## config.mk

```make
export PLATFORM = sky130hd
export DESIGN_NAME = glitc_clock_sequencer
export DESIGN_NICKNAME = d
export VERILOG_FILES = /design/src/rtl/glitc_clock_sequencer.sv
export SDC_FILE = /design/constraint.sdc
export NUM_CORES = 1
export LEC_CHECK = 0
export BUFFER_PORTS_ARGS = -buffer_cell sky130_fd_sc_hd__buf_2
export CAP_MARGIN = 20
export CORE_MARGIN = 3
export CORE_UTILIZATION = 45
export CTS_BUF_LIST = sky130_fd_sc_hd__clkbuf_4 sky130_fd_sc_hd__clkbuf_8 sky130_fd_sc_hd__clkbuf_16
export DETAILED_ROUTE_END_ITERATION = 12
export GPL_ROUTABILITY_DRIVEN = 0
export HOLD_SLACK_MARGIN = 0.1
export MAX_ROUTING_LAYER = met4
export PLACE_DENSITY = 0.68
export SYNTH_ARGS = -nofsm -noshare
export SYNTH_HDL_FRONTEND = slang
export SYNTH_SLANG_ARGS = --single-unit
```

## constraint.sdc

```tcl
create_clock -name user_clk_i -period 1.9 [get_ports user_clk_i]
set_input_delay 0.285 -clock user_clk_i [delete_from_list [all_inputs] [get_ports user_clk_i]]
set_output_delay 0.285 -clock user_clk_i [all_outputs]
set_load 0.005 [all_outputs]
```

## src/rtl/glitc_clock_sequencer.sv

```systemverilog
`default_nettype none
// ============================================================================
// Module   : glitc_clock_sequencer
// Purpose  : Sequences the GLITC sampling-clock MMCM reset, lock wait (with
//            timeout and retry), PLL settle time and datapath reset release.
//            It is driven by the control-register clock select and reset
//            pulse. Lock loss while running restarts the whole sequence.
// Ports    : user_clk_i      - single clock, all logic synchronous to it
//            user_rst_i      - asynchronous active-high reset
//            reset_req_i     - one-cycle restart request
//            clk_control_i   - requested clock configuration
//            mmcm_locked_i   - asynchronous MMCM lock (2-FF synchronized)
//            mmcm_rst_o      - MMCM reset
//            clk_sel_o       - applied clock configuration
//            datapath_rst_o  - datapath reset
//            ready_o         - clocks valid, datapath running
//            timeout_o       - sticky lock-failure flag
//            status_o        - {lock-loss cnt[7:0], 1'b0, retry[3:0], state[2:0]}
// Revision : 1.0 - initial release
// ============================================================================
module glitc_clock_sequencer #(
  parameter int MMCM_RST_CYCLES = 16,
  parameter int LOCK_TIMEOUT    = 65535,
  parameter int SETTLE_CYCLES   = 256,
  parameter int MAX_RETRIES     = 3
) (
  input  logic        user_clk_i,
  input  logic        user_rst_i,
  input  logic        reset_req_i,
  input  logic [2:0]  clk_control_i,
  input  logic        mmcm_locked_i,
  output logic        mmcm_rst_o,
  output logic [2:0]  clk_sel_o,
  output logic        datapath_rst_o,
  output logic        ready_o,
  output logic        timeout_o,
  output logic [15:0] status_o
);

  typedef enum logic [2:0] {
    ST_MMCM_RST  = 3'd0,
    ST_WAIT_LOCK = 3'd1,
    ST_SETTLE    = 3'd2,
    ST_RUN       = 3'd3,
    ST_FAULT     = 3'd4
  } state_t;

  // Terminal counts: each state lasts exactly N cycles since cnt starts at 0.
  localparam logic [15:0] c_rst_last    = 16'(MMCM_RST_CYCLES - 1);
  localparam logic [15:0] c_lock_last   = 16'(LOCK_TIMEOUT - 1);
  localparam logic [15:0] c_settle_last = 16'(SETTLE_CYCLES - 1);
  localparam logic [3:0]  c_max_retries = 4'(MAX_RETRIES);

  state_t      state_q, state_d;
  logic [15:0] cnt_q, cnt_d;
  logic [3:0]  retry_q, retry_d;
  logic [7:0]  loss_q, loss_d;
  logic [2:0]  clk_sel_q, clk_sel_d;
  logic        timeout_q, timeout_d;
  logic [1:0]  sync_q;
  logic        mmcm_rst_q, dp_rst_q, ready_q;

  logic        lock;
  logic        restart;
  logic        attempt_fail;
  logic [3:0]  retry_inc;

  // Two-flop synchronizer for the asynchronous lock input.
  always_ff @(posedge user_clk_i or posedge user_rst_i) begin
    if (user_rst_i) begin
      sync_q <= 2'b00;
    end else begin
      sync_q <= {sync_q[0], mmcm_locked_i};
    end
  end

  assign lock      = sync_q[1];
  assign restart   = reset_req_i | (clk_control_i != clk_sel_q);
  assign retry_inc = retry_q + 4'd1;

  always_comb begin
    state_d      = state_q;
    cnt_d        = cnt_q + 16'd1;
    retry_d      = retry_q;
    loss_d       = loss_q;
    clk_sel_d    = clk_sel_q;
    timeout_d    = timeout_q;
    attempt_fail = 1'b0;

    if (restart) begin
      // Restart beats every state-specific transition, including lock loss.
      state_d   = ST_MMCM_RST;
      clk_sel_d = clk_control_i;
      retry_d   = 4'd0;
      timeout_d = 1'b0;
    end else begin
      case (state_q)
        ST_MMCM_RST: begin
          if (cnt_q == c_rst_last) state_d = ST_WAIT_LOCK;
        end
        ST_WAIT_LOCK: begin
          // Lock is checked first so a lock on the timeout cycle still wins.
          if (lock) begin
            state_d = ST_SETTLE;
          end else if (cnt_q == c_lock_last) begin
            attempt_fail = 1'b1;
          end
        end
        ST_SETTLE: begin
          if (!lock) begin
            attempt_fail = 1'b1;
          end else if (cnt_q == c_settle_last) begin
            state_d = ST_RUN;
            retry_d = 4'd0;
          end
        end
        ST_RUN: begin
          cnt_d = cnt_q;
          if (!lock) begin
            state_d = ST_MMCM_RST;
            loss_d  = (loss_q == 8'hFF) ? loss_q : loss_q + 8'd1;
          end
        end
        ST_FAULT: begin
          cnt_d = cnt_q;
        end
        default: begin
          state_d = ST_MMCM_RST;
        end
      endcase

      if (attempt_fail) begin
        retry_d = retry_inc;
        if (retry_inc == c_max_retries) begin
          state_d   = ST_FAULT;
          timeout_d = 1'b1;
        end else begin
          state_d = ST_MMCM_RST;
        end
      end
    end

    // A restart in MMCM_RST keeps the state but must still restart the count.
    if (restart || (state_d != state_q)) cnt_d = 16'd0;
  end

  always_ff @(posedge user_clk_i or posedge user_rst_i) begin
    if (user_rst_i) begin
      state_q    <= ST_MMCM_RST;
      cnt_q      <= 16'd0;
      retry_q    <= 4'd0;
      loss_q     <= 8'd0;
      clk_sel_q  <= 3'd0;
      timeout_q  <= 1'b0;
      mmcm_rst_q <= 1'b1;
      dp_rst_q   <= 1'b1;
      ready_q    <= 1'b0;
    end else begin
      state_q    <= state_d;
      cnt_q      <= cnt_d;
      retry_q    <= retry_d;
      loss_q     <= loss_d;
      clk_sel_q  <= clk_sel_d;
      timeout_q  <= timeout_d;
      // Outputs decoded from the next state so they change with the state.
      mmcm_rst_q <= (state_d == ST_MMCM_RST) || (state_d == ST_FAULT);
      dp_rst_q   <= (state_d != ST_RUN);
      ready_q    <= (state_d == ST_RUN);
    end
  end

  assign mmcm_rst_o     = mmcm_rst_q;
  assign clk_sel_o      = clk_sel_q;
  assign datapath_rst_o = dp_rst_q;
  assign ready_o        = ready_q;
  assign timeout_o      = timeout_q;
  assign status_o       = {loss_q, 1'b0, retry_q, state_q};

endmodule
`default_nettype wire

```

# == Word level (Yosys, flattened, before mapping) ==
# Index checks and enable logic that the tools add are counted.
# classes
bitwise,4
muxes,25
n_reduce_logical,13
add_sub_neg,3
eq_ne,15
# op_table
op,n
two-way mux 16 bit,3
two-way mux 3 bit,8
two-way mux 4 bit,5
"adder 16 x 1 -> 16 bit, second input constant",1
"== test 16 bit, second input constant",1
"== test 16 x 4 -> 1 bit, second input constant",1
"== test 16 x 8 -> 1 bit, second input constant",1
one-hot mux 3 bit (5 select lines),1
"== test 3 x 2 -> 1 bit, second input constant",3
nonzero test 3 bit,3
"adder 8 x 1 -> 8 bit, second input constant",1
"== test 8 bit, second input constant",1
two-way mux 1 bit,7
"== test 3 bit, second input constant",2
logical NOT 3 bit,2
inequality test 3 bit,2
"adder 4 x 1 -> 4 bit, second input constant",1
"== test 4 x 2 -> 1 bit, second input constant",1
AND reduction 4 bit,1
nonzero test 2 bit,2
"== test 3 x 1 -> 1 bit, second input constant",1
"inequality test 3 x 1 -> 1 bit, second input constant",1
"inequality test 3 x 2 -> 1 bit, second input constant",1
NOT 1 bit,3
6 further kinds,7
# word_totals
word_cells,70
ff_bits,40
out_inout_bits,23
input_bits,7

# == Depth between registers and ports, before layout ==
# logic_depth
ltp_word,10
mapped_depth,9
ltp_nobuf,8

# == Least setup slack after synthesis ==
# OpenSTA, ideal clock, no wires.
# synth_timing
path_type,flip-flop to flip-flop
start,register clk_sel_q[2] (netlist: clk_sel_o[2])
end,register loss_q[5]
path_stages_with_launch,7
path_slack_ps,-199
t_arrival_ps,1975
period_less_slack_ps,2099
required_time_ps,1777
n_path_buf,0
setup_time_ps,123
path_cell_list,dfrtp_1 -> xor2_1 -> or4_4 -> nor4_4 -> and4_4 -> nand3_2 -> xnor2_1
# synth_via
elab_chain_cells,4
# synth_lines
element,line,rtl
"start, declared",58,"logic [2:0] clk_sel_q, clk_sel_d;"
"start signal, assigned",163,clk_sel_q <= clk_sel_d;
inequality test 3 bit,78,assign restart = reset_req_i | (clk_control_i != clk_sel_q);
bitwise OR 1 bit,78,
NOT 1 bit (no line),--,
AND reduction 4 bit (no line),--,
"end signal, assigned",162,loss_q <= loss_d;
"end, declared",57,"logic [7:0] loss_q, loss_d;"
# No other way between the ends.
# A chain may end at the register's enable or synchronous reset.

# == Worst setup path in the final report ==
# layout_timing
start,register cnt_q[0]
end,register cnt_q[4]
# layout_via
elab_chain_cells,10
word_cells_on_any_way,20
classes_between,add/sub (1); eq/ne (5); mux (13); reduce/logical (1)
# layout_lines
element,line,rtl
"start, declared",55,"logic [15:0] cnt_q, cnt_d;"
"start signal, assigned",160,cnt_q <= cnt_d;
== test 16 bit,105,end else if (cnt_q == c_lock_last) begin
two-way mux 1 bit,105,
two-way mux 1 bit,103,if (lock) begin
one-hot mux 1 bit (2 select lines),97,case (state_q)
two-way mux 1 bit,90,if (restart) begin
two-way mux 3 bit,132,if (attempt_fail) begin
two-way mux 3 bit,90,
inequality test 3 bit,144,if (restart || (state_d != state_q)) cnt_d = 16'd0;
logical OR 1 bit,144,
inequality test 3 x 1 -> 1 bit (no line) / two-way mux 16 bit (equally long branches),--,
# Several ways; a longest one is shown, not always the timed one. The select of a mux whose other input is x is not followed.

==> impl_metrics.env <==
export IMPL_status="complete, but fails checks"
export IMPL_violations="setup timing"
export IMPL_start_util_pct=48.7
export IMPL_slew_viol_final=0
export IMPL_htreeDepth=2
export IMPL_finalSetupViolCount=25
export IMPL_clock_sinks=40
export IMPL_setup_worst_path_class="flop to flop"
export IMPL_max_stage_delay_ns=0.47
export IMPL_synth_distinct_cells=44
export IMPL_skew_ns=0.00659
export IMPL_area_delta_synth_final_pct=34.4
export IMPL_cts_tree="built"
export IMPL_netlist_area_leader_share_pct=46.8
export IMPL_ff2ff_setup_slack_ns=-0.21
export IMPL_grt_max_degree=41
export IMPL_path_buf_inv=1
export IMPL_rsz0062_at_grt="true"
export IMPL_dp_hpwl_um=3200
export IMPL_met2_length_um=2310
export IMPL_die_h_um=73.2
export IMPL_r2r_cells=8
export IMPL_synth_warnings=0
export IMPL_top_layer="met4"
export IMPL_synth_seq_area_share_pct=49.4
export IMPL_syn_area_per_cell_um2=10.4
export IMPL_final_nets=282
export IMPL_dr_wl_met3_um=195
export IMPL_tightestPinTransition_ns=0.498
export IMPL_antennaDiodeCount=0
export IMPL_grt_pass1_wl_um=7770
export IMPL_slew_headroom_pct=66.7
export IMPL_ff_latch_area_um2=1000
export IMPL_synth_cells=195
export IMPL_cp_required_ns=2.07
export IMPL_cp_num_cells=8
export IMPL_grt_pass1_vias=1624
export IMPL_hp_class="primary input to asynchronous set/reset pin"
export IMPL_power_mw=1.65
export IMPL_cap_violations=0
export IMPL_clockRootBuffer="clkbuf_8"
export IMPL_insertion_delay_ns=0.30
export IMPL_finalSetupTns_ns=-3.60
export IMPL_drc=0
export IMPL_vias_per_cell=5.21
export IMPL_crit_chain="inv_1 -> ha_1 -> nand4_1 -> or4_4 -> o31ai_4 -> a21oi_4 -> o211ai_4 -> nor2_1"
export IMPL_worst_slack_ns=-0.206
export IMPL_gr_total_overflow=0
export IMPL_final_layout_size_suffix_gt1_share_pct=39.9
export IMPL_power_density_nw_per_um2=604
export IMPL_dp_cells=308
export IMPL_cts_clk_slew_worst_paths_ns=0.08
export IMPL_numCtsBuffers=5
export IMPL_port_buffers=28
export IMPL_grt_use_total_pct=19.7
export IMPL_synth_commonest_cells="38 x dfrtp_1, 23 x nor2_1, 18 x nand2_1"
export IMPL_design_area_um2=2730
export IMPL_wl_per_cell_um=14.7
export IMPL_synth_top_area_cell="dfrtp_1"
export IMPL_ctsLongestPathBuffers=2
export IMPL_antenna_found_initial=0
export IMPL_synth_most_common_cell="dfrtp_1"
export IMPL_fin_cells=321
export IMPL_crit_fanout=8
export IMPL_drt_total_wl_um=4700
export IMPL_syn_area_um2=2030
export IMPL_die_w_um=73.2
export IMPL_max_freq_ghz=0.475
export IMPL_dieArea_um2=5360
export IMPL_timing_final_crit_share_pct=111
export IMPL_firstDrtPassIters=5
export IMPL_synth_edf_count=0
export IMPL_r2r_end="cnt_q[4]"
export IMPL_dr_total_vias=1672
export IMPL_drt_met1_wl_um=2100
export IMPL_async_flop_share_pct=100
export IMPL_p_leak_nw=1.28
export IMPL_synth_main_ff_cell="dfrtp_1"
export IMPL_period_minus_slack_ns=2.11
export IMPL_ys_ff_latch=40
export IMPL_slowest_stage="or4_4"
export IMPL_rows=23
export IMPL_rr_startpoint="cnt_q[0]"
export IMPL_crit_family="compound AO/OA/AOI/OAI gates"
export IMPL_hold_viol=0
export IMPL_cp_end_kind="flop"
export IMPL_ant_nets=0
export IMPL_vdd_ir_drop_max_mv=0.332
export IMPL_critPathLaunchType="flop"
export IMPL_synth_area_top_cells="dfrtp_1 47%, xor2_1 7.3%, xnor2_1 4.3%"
export IMPL_first_iter_violations=127
export IMPL_io_pins=30
export IMPL_placed_cell_area_um2=2510
export IMPL_fill_cells=334
export IMPL_multi_input_area_um2=1050
export IMPL_cp_data_arrival_time_ns=2.27
export IMPL_core_area_um2=4170
export IMPL_syn_nets=207
[metal layers]
metal,GRT usage (%),vias to the layer above
met5,-,-
met2,29.8,47
met1,25.9,785
met3,4.68,12
met4,6.76,0
li1,-,828
[placed cells by master (no fill, tap or decap), drive strengths merged, types with 3 or more instances in the layout]
master / n
and4: 4
a21oi: 7
dfrtp: 38
nand4: 6
inv: 7
nand3: 9
buf: 71
xor2: 17
o21ai: 7
nor2: 23
nor4: 6
nand2: 18
or4: 3
clkbuf: 5
ha: 5
xnor2: 10
nor3: 4
[through the flow]
step / worst slack (ns) / hold slack (ns) / utilization [%]
after floorplan: -0.0898 / 0.316 / -
after global placement: -0.237 / 0.336 / 60.1
after detailed placement: -0.254 / 0.346 / 60.1
after CTS: -0.164 / 0.109 / 64.9
after global routing: -0.306 / 0.108 / 65.5
final: -0.206 / 0.0997 / 65.5
[final cells by class]
class	instances	share of cell area, %
multi-input combinational	144	38.6
timing repair buffer	72	17.3
clock buffer	5	2.52
tap	50	2.29
clock inverter	3	1.56
sequential	40	36.8
inverter	7	0.962
[worst reg2reg max path, delay by kind of cell (launching register included)]
family	cells	cell delay, ns
AOI/OAI and AO/OA	3	0.74
adders and majority gates	1	0.13
DFF	1	0.38
buffers and inverters	1	0.06
and+or+nand+nor	3	0.67
[worst max-delay path by stage]
stage	slack, ns	to	startpoint
global route	-0.31	cnt_q[1]	cnt_q[0]
floorplan	-0.09	cnt_q[7]	cnt_q[0]
CTS	-0.16	cnt_q[4]	cnt_q[0]
global placement	-0.24	cnt_q[5]	state_q[2]
finish	-0.21	cnt_q[4]	cnt_q[0]
detailed placement	-0.25	cnt_q[6]	state_q[2]
[repair_timing]
action | in CTS | in global routing
resized for setup | 10 | 7
setup buffers | 3 | 1
endpoints found under the hold margin | 1 | 0
hold buffers | 1 | 0
endpoints found under the setup margin | 23 | 30
gates cloned | 1 | 0
pin swaps | 13 | 8
[where the power goes]
| group | leakage, nW | internal, mW | switching (mW) |
|---|---|---|---|
| clock | 0.0541 | 0.389 | 0.306 |
| combinational | 0.685 | 0.0370 | 0.0555 |
| sequential | 0.538 | 0.858 | 0.00514 |
[state kept, by name, summed over array words and instances, names as in the netlist]
register,cells
cnt_q,16
loss_q,8
retry_q,4
clk_sel_o,3
state_q,3
sync_q,2
datapath_rst_o,1
mmcm_rst_o,1
ready_o,1
timeout_o,1
[cell families after synthesis]
group	synth area share, %
xor gates and xnor gates	11.6
muxes	0.554
and+or+nand+nor	24.1
buffers and inverters	3.08
DFF	49.4
other	0.185
adders and majority gates	3.08
AOI/OAI and AO/OA	8.01
Power figures use the tool's default switching activity.
